File: config.mk
export PLATFORM = sky130hd
export DESIGN_NAME = om_write_scheduler
export DESIGN_NICKNAME = d
export VERILOG_FILES = /design/src/rtl/om_pkg.sv /design/src/rtl/om_req_fifo.sv /design/src/rtl/om_write_scheduler.sv
export SDC_FILE = /design/constraint.sdc
export NUM_CORES = 1
export LEC_CHECK = 0
export ABC_AREA = 1
export CAP_MARGIN = 20
export CORE_AREA = 2 2 153 155
export CTS_BUF_LIST = sky130_fd_sc_hd__clkbuf_2 sky130_fd_sc_hd__clkbuf_4 sky130_fd_sc_hd__clkbuf_8
export DETAILED_ROUTE_END_ITERATION = 7
export DIE_AREA = 0 0 155 157
export PLACE_DENSITY = 0.83
export REMOVE_ABC_BUFFERS = 1
export SLEW_MARGIN = 20
export SYNTH_ARGS = -nofsm -noshare
export SYNTH_HDL_FRONTEND = slang
export SYNTH_HIERARCHICAL = 1
export SYNTH_SLANG_ARGS = --single-unit
File: constraint.sdc
create_clock -name clock -period 2.8 [get_ports clock]
set_input_delay 0.56 -clock clock [delete_from_list [all_inputs] [get_ports clock]]
set_output_delay 0.56 -clock clock [all_outputs]
set_load 0.02 [all_outputs]
File: src/rtl/om_pkg.sv
// Shared definitions for the Output Memory write scheduler.
//   OM_AW / OM_DW : default address / data widths of the Output Memory port
//   OM_CLEAR_VAL  : value written by the clear sweep (all ones = infinity)
//   om_state_e    : scheduler FSM state encodings (RUN, CLEAR)
package om_pkg;

    localparam int          OM_AW        = 13;
    localparam int          OM_DW        = 16;
    localparam logic [15:0] OM_CLEAR_VAL = 16'hFFFF;

    typedef enum logic {
        ST_RUN   = 1'b0,
        ST_CLEAR = 1'b1
    } om_state_e;

endpackage

File: src/rtl/om_req_fifo.sv
// Two-entry FIFO holding one requester's pending {addr,data} writes.
// Ports:
//   clock, reset : rising-edge clock, asynchronous active-low reset
//   push, wdata  : enqueue wdata (ignored when full)
//   pop          : dequeue head (ignored when empty)
//   full, empty  : occupancy flags, straight from registered state
//   head         : oldest entry, valid when !empty
module om_req_fifo #(
    parameter int W = 29
) (
    input  logic         clock,
    input  logic         reset,
    input  logic         push,
    input  logic [W-1:0] wdata,
    input  logic         pop,
    output logic         full,
    output logic         empty,
    output logic [W-1:0] head
);

    logic [W-1:0] mem_q [2];
    logic         wp_q, wp_d;
    logic         rp_q, rp_d;
    logic [1:0]   cnt_q, cnt_d;
    logic         push_ok, pop_ok;

    assign full    = (cnt_q == 2'd2);
    assign empty   = (cnt_q == 2'd0);
    assign head    = mem_q[rp_q];
    // Push is refused on a full FIFO even if a pop happens the same cycle.
    assign push_ok = push && !full;
    assign pop_ok  = pop && !empty;

    always_comb begin
        wp_d  = wp_q;
        rp_d  = rp_q;
        cnt_d = cnt_q;
        if (push_ok) wp_d = ~wp_q;
        if (pop_ok)  rp_d = ~rp_q;
        case ({push_ok, pop_ok})
            2'b10:   cnt_d = cnt_q + 2'd1;
            2'b01:   cnt_d = cnt_q - 2'd1;
            default: cnt_d = cnt_q;
        endcase
    end

    always_ff @(posedge clock or negedge reset) begin
        if (!reset) begin
            wp_q  <= 1'b0;
            rp_q  <= 1'b0;
            cnt_q <= 2'd0;
        end else begin
            wp_q  <= wp_d;
            rp_q  <= rp_d;
            cnt_q <= cnt_d;
        end
    end

    // Payload storage carries no reset; the pointers say what is valid.
    always_ff @(posedge clock) begin
        if (push_ok) mem_q[wp_q] <= wdata;
    end

endmodule

File: src/rtl/om_write_scheduler.sv
// Output Memory write-port scheduler.
// Shares the single OMWE/OMWAR/OMWDR write port among NREQ requesters, each
// buffered by a 2-entry FIFO and drained round-robin at one write per cycle.
// A clear sweep (clear_start pulse) writes CLEAR_VAL to every address.
// Ports:
//   clock, reset         : rising-edge clock, asynchronous active-low reset
//   clear_start          : pulse, start clear sweep (ignored while sweeping)
//   clear_busy           : sweep in progress
//   req_valid/req_ready  : per-lane handshake, ready = FIFO not full
//   req_addr/req_data    : packed per-lane address/data, lane i at [i*W +: W]
//   OMWE/OMWAR/OMWDR     : registered Output Memory write port
//   idle                 : RUN state, all FIFOs empty, OMWE low
// Configuration macro OMWS_PRIO0_EN: lane 0 gets strict priority and lanes
// 1..NREQ-1 rotate among themselves. Undefined: plain round-robin over all.
module om_write_scheduler
    import om_pkg::*;
#(
    parameter int            NREQ      = 4,
    parameter int            AW        = OM_AW,
    parameter int            DW        = OM_DW,
    parameter logic [DW-1:0] CLEAR_VAL = DW'(OM_CLEAR_VAL)
) (
    input  logic               clock,
    input  logic               reset,
    input  logic               clear_start,
    output logic               clear_busy,
    input  logic [NREQ-1:0]    req_valid,
    output logic [NREQ-1:0]    req_ready,
    input  logic [NREQ*AW-1:0] req_addr,
    input  logic [NREQ*DW-1:0] req_data,
    output logic               OMWE,
    output logic [AW-1:0]      OMWAR,
    output logic [DW-1:0]      OMWDR,
    output logic               idle
);

    localparam int PW = $clog2(NREQ);

`ifdef OMWS_PRIO0_EN
    localparam int            RR_LO  = 1;
    localparam logic [PW-1:0] RR_RST = PW'(1);
`else
    localparam int            RR_LO  = 0;
    localparam logic [PW-1:0] RR_RST = '0;
`endif

    om_state_e       state_q, state_d;
    logic [AW-1:0]   cnt_q, cnt_d;
    logic [PW-1:0]   rr_q, rr_d;
    logic            omwe_q, omwe_d;
    logic [AW-1:0]   omwar_q, omwar_d;
    logic [DW-1:0]   omwdr_q, omwdr_d;

    logic [NREQ-1:0] push, pop, full, empty;
    logic [AW-1:0]   head_addr [NREQ];
    logic [DW-1:0]   head_data [NREQ];
    logic            gnt_vld;
    logic [PW-1:0]   gnt_idx;

    // Lane k positions after base, wrapping back into the range lo..NREQ-1.
    function automatic logic [PW-1:0] wrap_lane(input int base, input int k, input int lo);
        int idx;
        idx = base + k;
        if (idx >= NREQ) idx = idx - NREQ + lo;
        return PW'(idx);
    endfunction

    assign req_ready = ~full;
    assign push      = req_valid & ~full;

    for (genvar i = 0; i < NREQ; i++) begin : g_fifo
        logic [AW+DW-1:0] head;
        om_req_fifo #(.W(AW + DW)) u_fifo (
            .clock (clock),
            .reset (reset),
            .push  (push[i]),
            .wdata ({req_addr[i*AW +: AW], req_data[i*DW +: DW]}),
            .pop   (pop[i]),
            .full  (full[i]),
            .empty (empty[i]),
            .head  (head)
        );
        assign head_addr[i] = head[AW+DW-1 -: AW];
        assign head_data[i] = head[DW-1:0];
    end

    // Grant: first non-empty lane at or after the RR pointer.
    always_comb begin
        gnt_vld = 1'b0;
        gnt_idx = '0;
`ifdef OMWS_PRIO0_EN
        if (!empty[0]) begin
            gnt_vld = 1'b1;
        end else begin
            for (int k = 0; k < NREQ - 1; k++) begin
                if (!gnt_vld && !empty[wrap_lane(int'(rr_q), k, RR_LO)]) begin
                    gnt_vld = 1'b1;
                    gnt_idx = wrap_lane(int'(rr_q), k, RR_LO);
                end
            end
        end
`else
        for (int k = 0; k < NREQ; k++) begin
            if (!gnt_vld && !empty[wrap_lane(int'(rr_q), k, RR_LO)]) begin
                gnt_vld = 1'b1;
                gnt_idx = wrap_lane(int'(rr_q), k, RR_LO);
            end
        end
`endif
    end

    always_comb begin
        state_d = state_q;
        cnt_d   = cnt_q;
        rr_d    = rr_q;
        omwe_d  = 1'b0;
        omwar_d = omwar_q;
        omwdr_d = omwdr_q;
        pop     = '0;
        case (state_q)
            ST_RUN: begin
                if (gnt_vld) begin
                    pop[gnt_idx] = 1'b1;
                    omwe_d       = 1'b1;
                    omwar_d      = head_addr[gnt_idx];
                    omwdr_d      = head_data[gnt_idx];
`ifdef OMWS_PRIO0_EN
                    // Lane 0 sits outside the rotation and leaves the pointer alone.
                    if (gnt_idx != '0) rr_d = wrap_lane(int'(gnt_idx), 1, RR_LO);
`else
                    rr_d = wrap_lane(int'(gnt_idx), 1, RR_LO);
`endif
                end
                if (clear_start) state_d = ST_CLEAR;
            end
            ST_CLEAR: begin
                // FIFOs keep filling but are not drained during the sweep.
                omwe_d  = 1'b1;
                omwar_d = cnt_q;
                omwdr_d = CLEAR_VAL;
                cnt_d   = cnt_q + 1'b1;
                if (cnt_q == '1) state_d = ST_RUN;
            end
            default: state_d = ST_RUN;
        endcase
    end

    always_ff @(posedge clock or negedge reset) begin
        if (!reset) begin
            state_q <= ST_RUN;
            cnt_q   <= '0;
            rr_q    <= RR_RST;
            omwe_q  <= 1'b0;
            omwar_q <= '0;
            omwdr_q <= '0;
        end else begin
            state_q <= state_d;
            cnt_q   <= cnt_d;
            rr_q    <= rr_d;
            omwe_q  <= omwe_d;
            omwar_q <= omwar_d;
            omwdr_q <= omwdr_d;
        end
    end

    assign OMWE       = omwe_q;
    assign OMWAR      = omwar_q;
    assign OMWDR      = omwdr_q;
    assign clear_busy = (state_q == ST_CLEAR);
    assign idle       = (state_q == ST_RUN) && (&empty) && !omwe_q;

endmodule

Yosys cells after proc, flatten, opt, wreduce, memory -nomap -nowiden
Memory sizes are Yosys's and may differ from the RTL's.
Index checks and enable logic that the tools add are counted.
{"block": "word_totals", "register_bits": 62, "ramBits": 232, "inputBits": 123, "output_inout_bits": 36, "elab_cells": 168, "mem_count": 4}
{"name": "g_fifo[0].u_fifo.mem_q", "depth": 2, "width": 29, "rd": 1, "rd_clocked_by_memory_dff": 0, "write_ports": 1, "line": "om_req_fifo.sv:21", "source": "logic [W-1:0] mem_q [2];"}
{"name": "g_fifo[1].u_fifo.mem_q", "depth": 2, "width": 29, "rd": 1, "rd_clocked_by_memory_dff": 0, "write_ports": 1, "line": "om_req_fifo.sv:21"}
{"name": "g_fifo[2].u_fifo.mem_q", "depth": 2, "width": 29, "rd": 1, "rd_clocked_by_memory_dff": 0, "write_ports": 1, "line": "om_req_fifo.sv:21"}
{"name": "g_fifo[3].u_fifo.mem_q", "depth": 2, "width": 29, "rd": 1, "rd_clocked_by_memory_dff": 0, "write_ports": 1, "line": "om_req_fifo.sv:21"}
{"block": "op_classes", "n_addsub": 18, "order_cmp": 12, "n_eq_ne": 14, "n_mux": 52, "bitwise": 12, "reduce_logical": 38}
{"op": "$mux W16", "count": 3}
{"op": "$mux W13", "count": 3}
{"op": "$bmux W16 S2", "count": 1}
{"op": "$pmux W16 S2", "count": 1}
{"op": "$bmux W13 S2", "count": 1}
{"op": "$pmux W13 S2", "count": 1}
{"op": "$mux W1", "count": 20}
{"op": "$mux W2", "count": 9}
{"op": "$sub A2 B1 Y2 const B", "count": 9}
{"op": "$eq A2 B2 Y1 const B", "count": 8}
{"op": "$pmux W2 S2", "count": 4}
{"op": "$ge A3 B3 Y1 const B", "count": 5}
{"op": "$lt A2 B3 Y1 const B", "count": 5}
{"op": "$logic_and A1 B1 Y1", "count": 14}
{"op": "$logic_not A1 Y1", "count": 14}
{"op": "$add A13 B1 Y13 const B", "count": 1}
{"op": "$eq A13 B13 Y1 const B", "count": 1}
{"op": "$not A1 Y1", "count": 9}
{"op": "$add A2 B1 Y2 const B", "count": 4}
{"op": "$bmux W1 S2", "count": 4}
{"op": "$eq A2 B1 Y1 const B", "count": 4}
{"op": "$logic_not A2 Y1", "count": 4}
{"op": "$mux W4", "count": 2}
{"op": "$reduce_bool A2 Y1", "count": 4}
{"op": "12 further kinds", "count": 15}

Logic depth before layout (Yosys ltp)
{"block": "logic_depth", "ltp_word": 23, "ltp_mapped": 24, "depth_no_buf": 23}

By module
The synthesis kept the hierarchy.
{"mod": "om_req_fifo", "n_inst": 4, "cells_each": 184, "area_per_inst_um2": 2337.2, "seq_area_each_um2": 1841.8}
{"mod": "om_write_scheduler", "n_inst": 1, "cells_each": 564, "area_per_inst_um2": 3633.5, "seq_area_each_um2": 1151.1}

Worst setup path before layout
OpenSTA, ideal clock, no wires.
{"block": "synth_path", "path_kind": "input port to flip-flop", "startpoint": "input req_valid[1]", "endpoint": "memory g_fifo[1].u_fifo.mem_q[1][0] (enable)", "setup_time_ns": 0.415, "t_arrival_ns": 2.042, "required_ns": 2.385, "setup_slack_ns": 0.344, "stages": 4, "n_path_buf": 0, "path_cell_list": "inv_1 > nor2_1 > o21ai_2 > nor2_1"}
{"block": "synth_between", "elab_chain_cells": 4}
{"item": "from (decl)", "line": "om_write_scheduler.sv:27", "source": "input logic [NREQ-1:0] req_valid,"}
{"item": "$and A4 B4 Y4", "line": "om_write_scheduler.sv:69", "source": "assign push = req_valid & ~full;"}
{"item": "via push[1]", "line": "om_write_scheduler.sv:54", "source": "logic [NREQ-1:0] push, pop, full, empty;"}
{"item": "$logic_and A1 B1 Y1", "line": "om_req_fifo.sv:31", "source": "assign push_ok = push && !full;"}
{"item": "$mux W1", "line": "om_req_fifo.sv:61", "source": "if (push_ok) mem_q[wp_q] <= wdata;"}
{"item": "$mux W1 (not written as such)", "line": "om_req_fifo.sv:61"}
{"item": "to (decl)", "line": "om_req_fifo.sv:21"}
The timed path passes the listed nets, and every way through them passes these cells.

Worst setup path after layout
{"block": "layout_path", "startpoint": "register g_fifo[1].u_fifo.cnt_q[0]", "endpoint": "output idle"}
{"block": "layout_between", "elab_chain_cells": 4}
{"item": "from (decl)", "line": "om_req_fifo.sv:24", "source": "logic [1:0] cnt_q, cnt_d;"}
{"item": "from (signal assigned)", "line": "om_req_fifo.sv:55", "source": "cnt_q <= cnt_d;"}
{"item": "$logic_not A2 Y1", "line": "om_req_fifo.sv:28", "source": "assign empty = (cnt_q == 2'd0);"}
{"item": "via empty[1]", "line": "om_write_scheduler.sv:54"}
{"item": "$reduce_and A4 Y1", "line": "om_write_scheduler.sv:170", "source": "assign idle = (state_q == ST_RUN) && (&empty) && !omwe_q;"}
{"item": "$logic_and A1 B1 Y1 (2 in series)", "line": "om_write_scheduler.sv:170"}
{"item": "to (decl)", "line": "om_write_scheduler.sv:34", "source": "output logic idle"}
The timed path passes the listed nets, and every way through them passes these cells.

==> flow_summary.yaml <==
run_status:
  outcome: "complete, no violations"
setup_path:
  cp_slowest_stage_delay_ns: 0.45
  slowest_stage: "dfrtp_2"
  critical_path.max_fanout: 5
  endpoint_kind: "output pin"
  crit_chain: "inv_2, nand2_2, inv_2, nand4_1, nor2_2, inv_1, nor2_1, dlygate4sd2_1"
  reg2reg_depth: 19
  critPathKind: "flop to output pin"
  critPathTopFamily: "buffers and inverters"
  worstPathRequired_ns: 2.24
  path_common_cell: "inv_2"
  reg2reg_from: "rr_q[0]"
  start_kind: "flop"
  cp.depth: 8
  rrSetupSlack_ns: 0.17
  r2r-end: "g_fifo[2].u_fifo/cnt_q[1]"
  cp_data_arrival_time_ns: 2.08
  crit_buf_inv: 4
floorplanning:
  io_pins: 159
  core_um2: 22500
  initial_utilization: 0.577
  die_area_um2: 24300
  rows: 55
  fp.dieH_um: 157
  fp.dieW_um: 155
sta:
  slew_headroom: 0.579
  fin_ws_ns: 0.159
  fin_crit_ns: 2.64
  hold-worst-slack_ns: 0.365
  worst_pin_slew_ns: 0.630
  min_period_over_period: 0.943
  timing.final.max_slew_violations: 0
  hold_violations: 0
  max_freq_mhz: 379
  skew_ns: 0.0163
  setup_violations: 0
  tns_ns: 0
grt:
  grt_usage: 0.264
  grt_max_degree: 49
  grt_pass1_wl_mm: 49.1
  grt_antenna_before_repair: 0
  grt_overflow: 0
  grt_pass1_vias: 9555
placed_design:
  place_hpwl_mm: 21.3
  io_buffers: 158
  pre_cts_ws_ns: 0.137
  gp_congestion: 0.924
final_layout:
  fin_nets: 1624
  fin_util: 0.713
  antenna_cells: 0
  layout-drive-gt1-share: 0.134
  area.growth.synth_to_final_pct: 23.7
yosys:
  synthesis.area_um2: 13000
  yosysWarnings: 6
  ys_seq_elements: 294
  synth_seq_area_share: 0.656
  synth_cell_type_count: 34
  syn_inst: 1300
  syn_area_per_cell_um2: 9.99
power:
  leakagePower_nw: 6.94
  power_density_nw_per_um2: 926
  p_total_mw: 14.9
  irDropWorstVdd_mv: 0.507
clocking:
  cts_root_buffer: "clkbuf_8"
  clkLatencyLatePin_ns: 0.55
  htreeDepth: 2
  ctsLongestPathBuffers: 3
  cts_tree: "yes"
  clk_pin_slew_ns: 0.07
  cts_buffers: 47
  cts_sinks: 294
routing:
  drt_iter0_drc: 816
  detail-route-antenna-nets: 0
  avgViaCountPerCell: 5.38
  drc: 0
  drt-pass1-iter-count: 5
  vias: 9788
  wl_per_cell_um: 17.6
  wirelength_mm: 32.1
worst_hold_path:
  hp-class: "primary input to async pin"
run:
  cap_violations: 0
## metrics by stage
step	std cells	instance area [um^2]
after CTS	1812	15900
after global routing	1819	16100
after detailed placement	1724	14900
after global placement	1724	14900
final	1819	16100
after floorplan	1247	12700
## synth_stat cells (all sizes together)
| library cell | number | area, um^2 |
|---|---|---|
| a21oi | 1 | 5.00 |
| a22o | 1 | 8.76 |
| a31oi | 1 | 6.26 |
| and3 | 1 | 6.26 |
| buf | 43 | 249 |
| clkbuf | 10 | 37.5 |
| dfrtp | 62 | 1550 |
| edfxtp | 232 | 6970 |
| ha | 5 | 62.6 |
| inv | 141 | 534 |
| nand2 | 574 | 2210 |
| nand3 | 108 | 541 |
| nand3b | 33 | 248 |
| nand4 | 7 | 58.8 |
| nor2 | 24 | 110 |
| nor3 | 6 | 30.0 |
| nor4 | 2 | 12.5 |
| o211ai | 1 | 7.51 |
| o21ai | 16 | 95.1 |
| or2 | 16 | 100 |
| xnor2 | 4 | 35.0 |
| xor2 | 12 | 105 |
## layer usage
metal / track usage / wire, um / vias to the layer above
li1: - / - / 4595
met4: 0.121 / 1350 / 0
met1: 0.329 / 12200 / 4593
met5: 0 / 0 / -
met3: 0.0446 / 2630 / 97
met2: 0.455 / 15900 / 503
## timing repair
action                     CTS  global route
gates resized for setup      2            22
hold buffers                 1             0
gates cloned                 0             1
hold endpoints to repair     1             0
pin swaps                    0             1
setup buffers                0             6
setup endpoints to repair    1            32
## flip-flops by register name, summed over array words and instances (netlist names)
name / flops
g_fifo.u_fifo/mem_q: 232
OMWAR: 13
g_fifo.u_fifo/rp_q: 4
clear_busy: 1
cnt_q: 13
rr_q: 2
OMWDR: 16
OMWE: 1
g_fifo.u_fifo/wp_q: 4
g_fifo.u_fifo/cnt_q: 8
## worst max path at each step
stage | start | end
after floorplan | g_fifo[2].u_fifo/cnt_q[0] | g_fifo[2].u_fifo/cnt_q[1]
after global placement | rr_q[0] | g_fifo[3].u_fifo/cnt_q[1]
final | g_fifo[1].u_fifo/cnt_q[0] | idle
after global routing | g_fifo[0].u_fifo/cnt_q[0] | g_fifo[3].u_fifo/cnt_q[1]
after detailed placement | g_fifo[2].u_fifo/cnt_q[1] | g_fifo[1].u_fifo/cnt_q[1]
after CTS | g_fifo[1].u_fifo/cnt_q[0] | idle
## report_power, final
part | switching, mW | internal (mW) | leakage (nW)
Sequential | 0.342 | 5.88 | 2.86
Combinational | 3.22 | 1.60 | 3.53
Clock | 1.62 | 2.21 | 0.547
## kinds of logic after synthesis
kind of cell               count (synthesis)  synth area share
buffers and inverters                    194            0.0632
and+or+nand+nor                          771             0.256
AOI/OAI and AO/OA                         20           0.00945
DFF                                      294             0.656
adders and majority gates                  5           0.00482
xor gates and xnor gates                  16            0.0108
## final cells by class
type / count / area [um^2]
inverters: 141 / 544
multi-input cells: 812 / 3680
well taps: 285 / 357
clock buffers: 81 / 990
fillers: 1590 / 6450
repair buffers: 200 / 1930
flip-flops and latches: 294 / 8520
clock inverters: 6 / 26.3
## cell usage in the layout (no fill, tap or decap), types with 16 or more instances in the layout
master           Yosys  layout
clkdlybuf4s50_1      0     156
dfrtp_1             62      57
nand2_2             17      17
or2_2               16      16
nand3b_1            33      33
nand2_1            555     555
buf_4                1      37
clkbuf_4             0      20
clkbuf_8             0      61
nand3_1            108     108
inv_2               12      19
edfxtp_1           232     232
inv_1              127     120
## worst reg2reg max path, stage by stage, from the launching register on
cell,delay (ns)
dfrtp_2,0.49
inv_4,0.17
nand2_1,0.07
nand2_1,0.13
nand2_1,0.08
nand2_2,0.11
nand2_1,0.07
nand2_1,0.10
nand2_4,0.08
nand2_8,0.13
clkinv_8,0.12
nand3_1,0.16
inv_1,0.07
nand2_1,0.08
inv_1,0.05
ha_1,0.32
inv_1,0.09
nand3_1,0.07
nand2_1,0.06
nand2_1,0.05
Power figures use the tool's default switching activity.
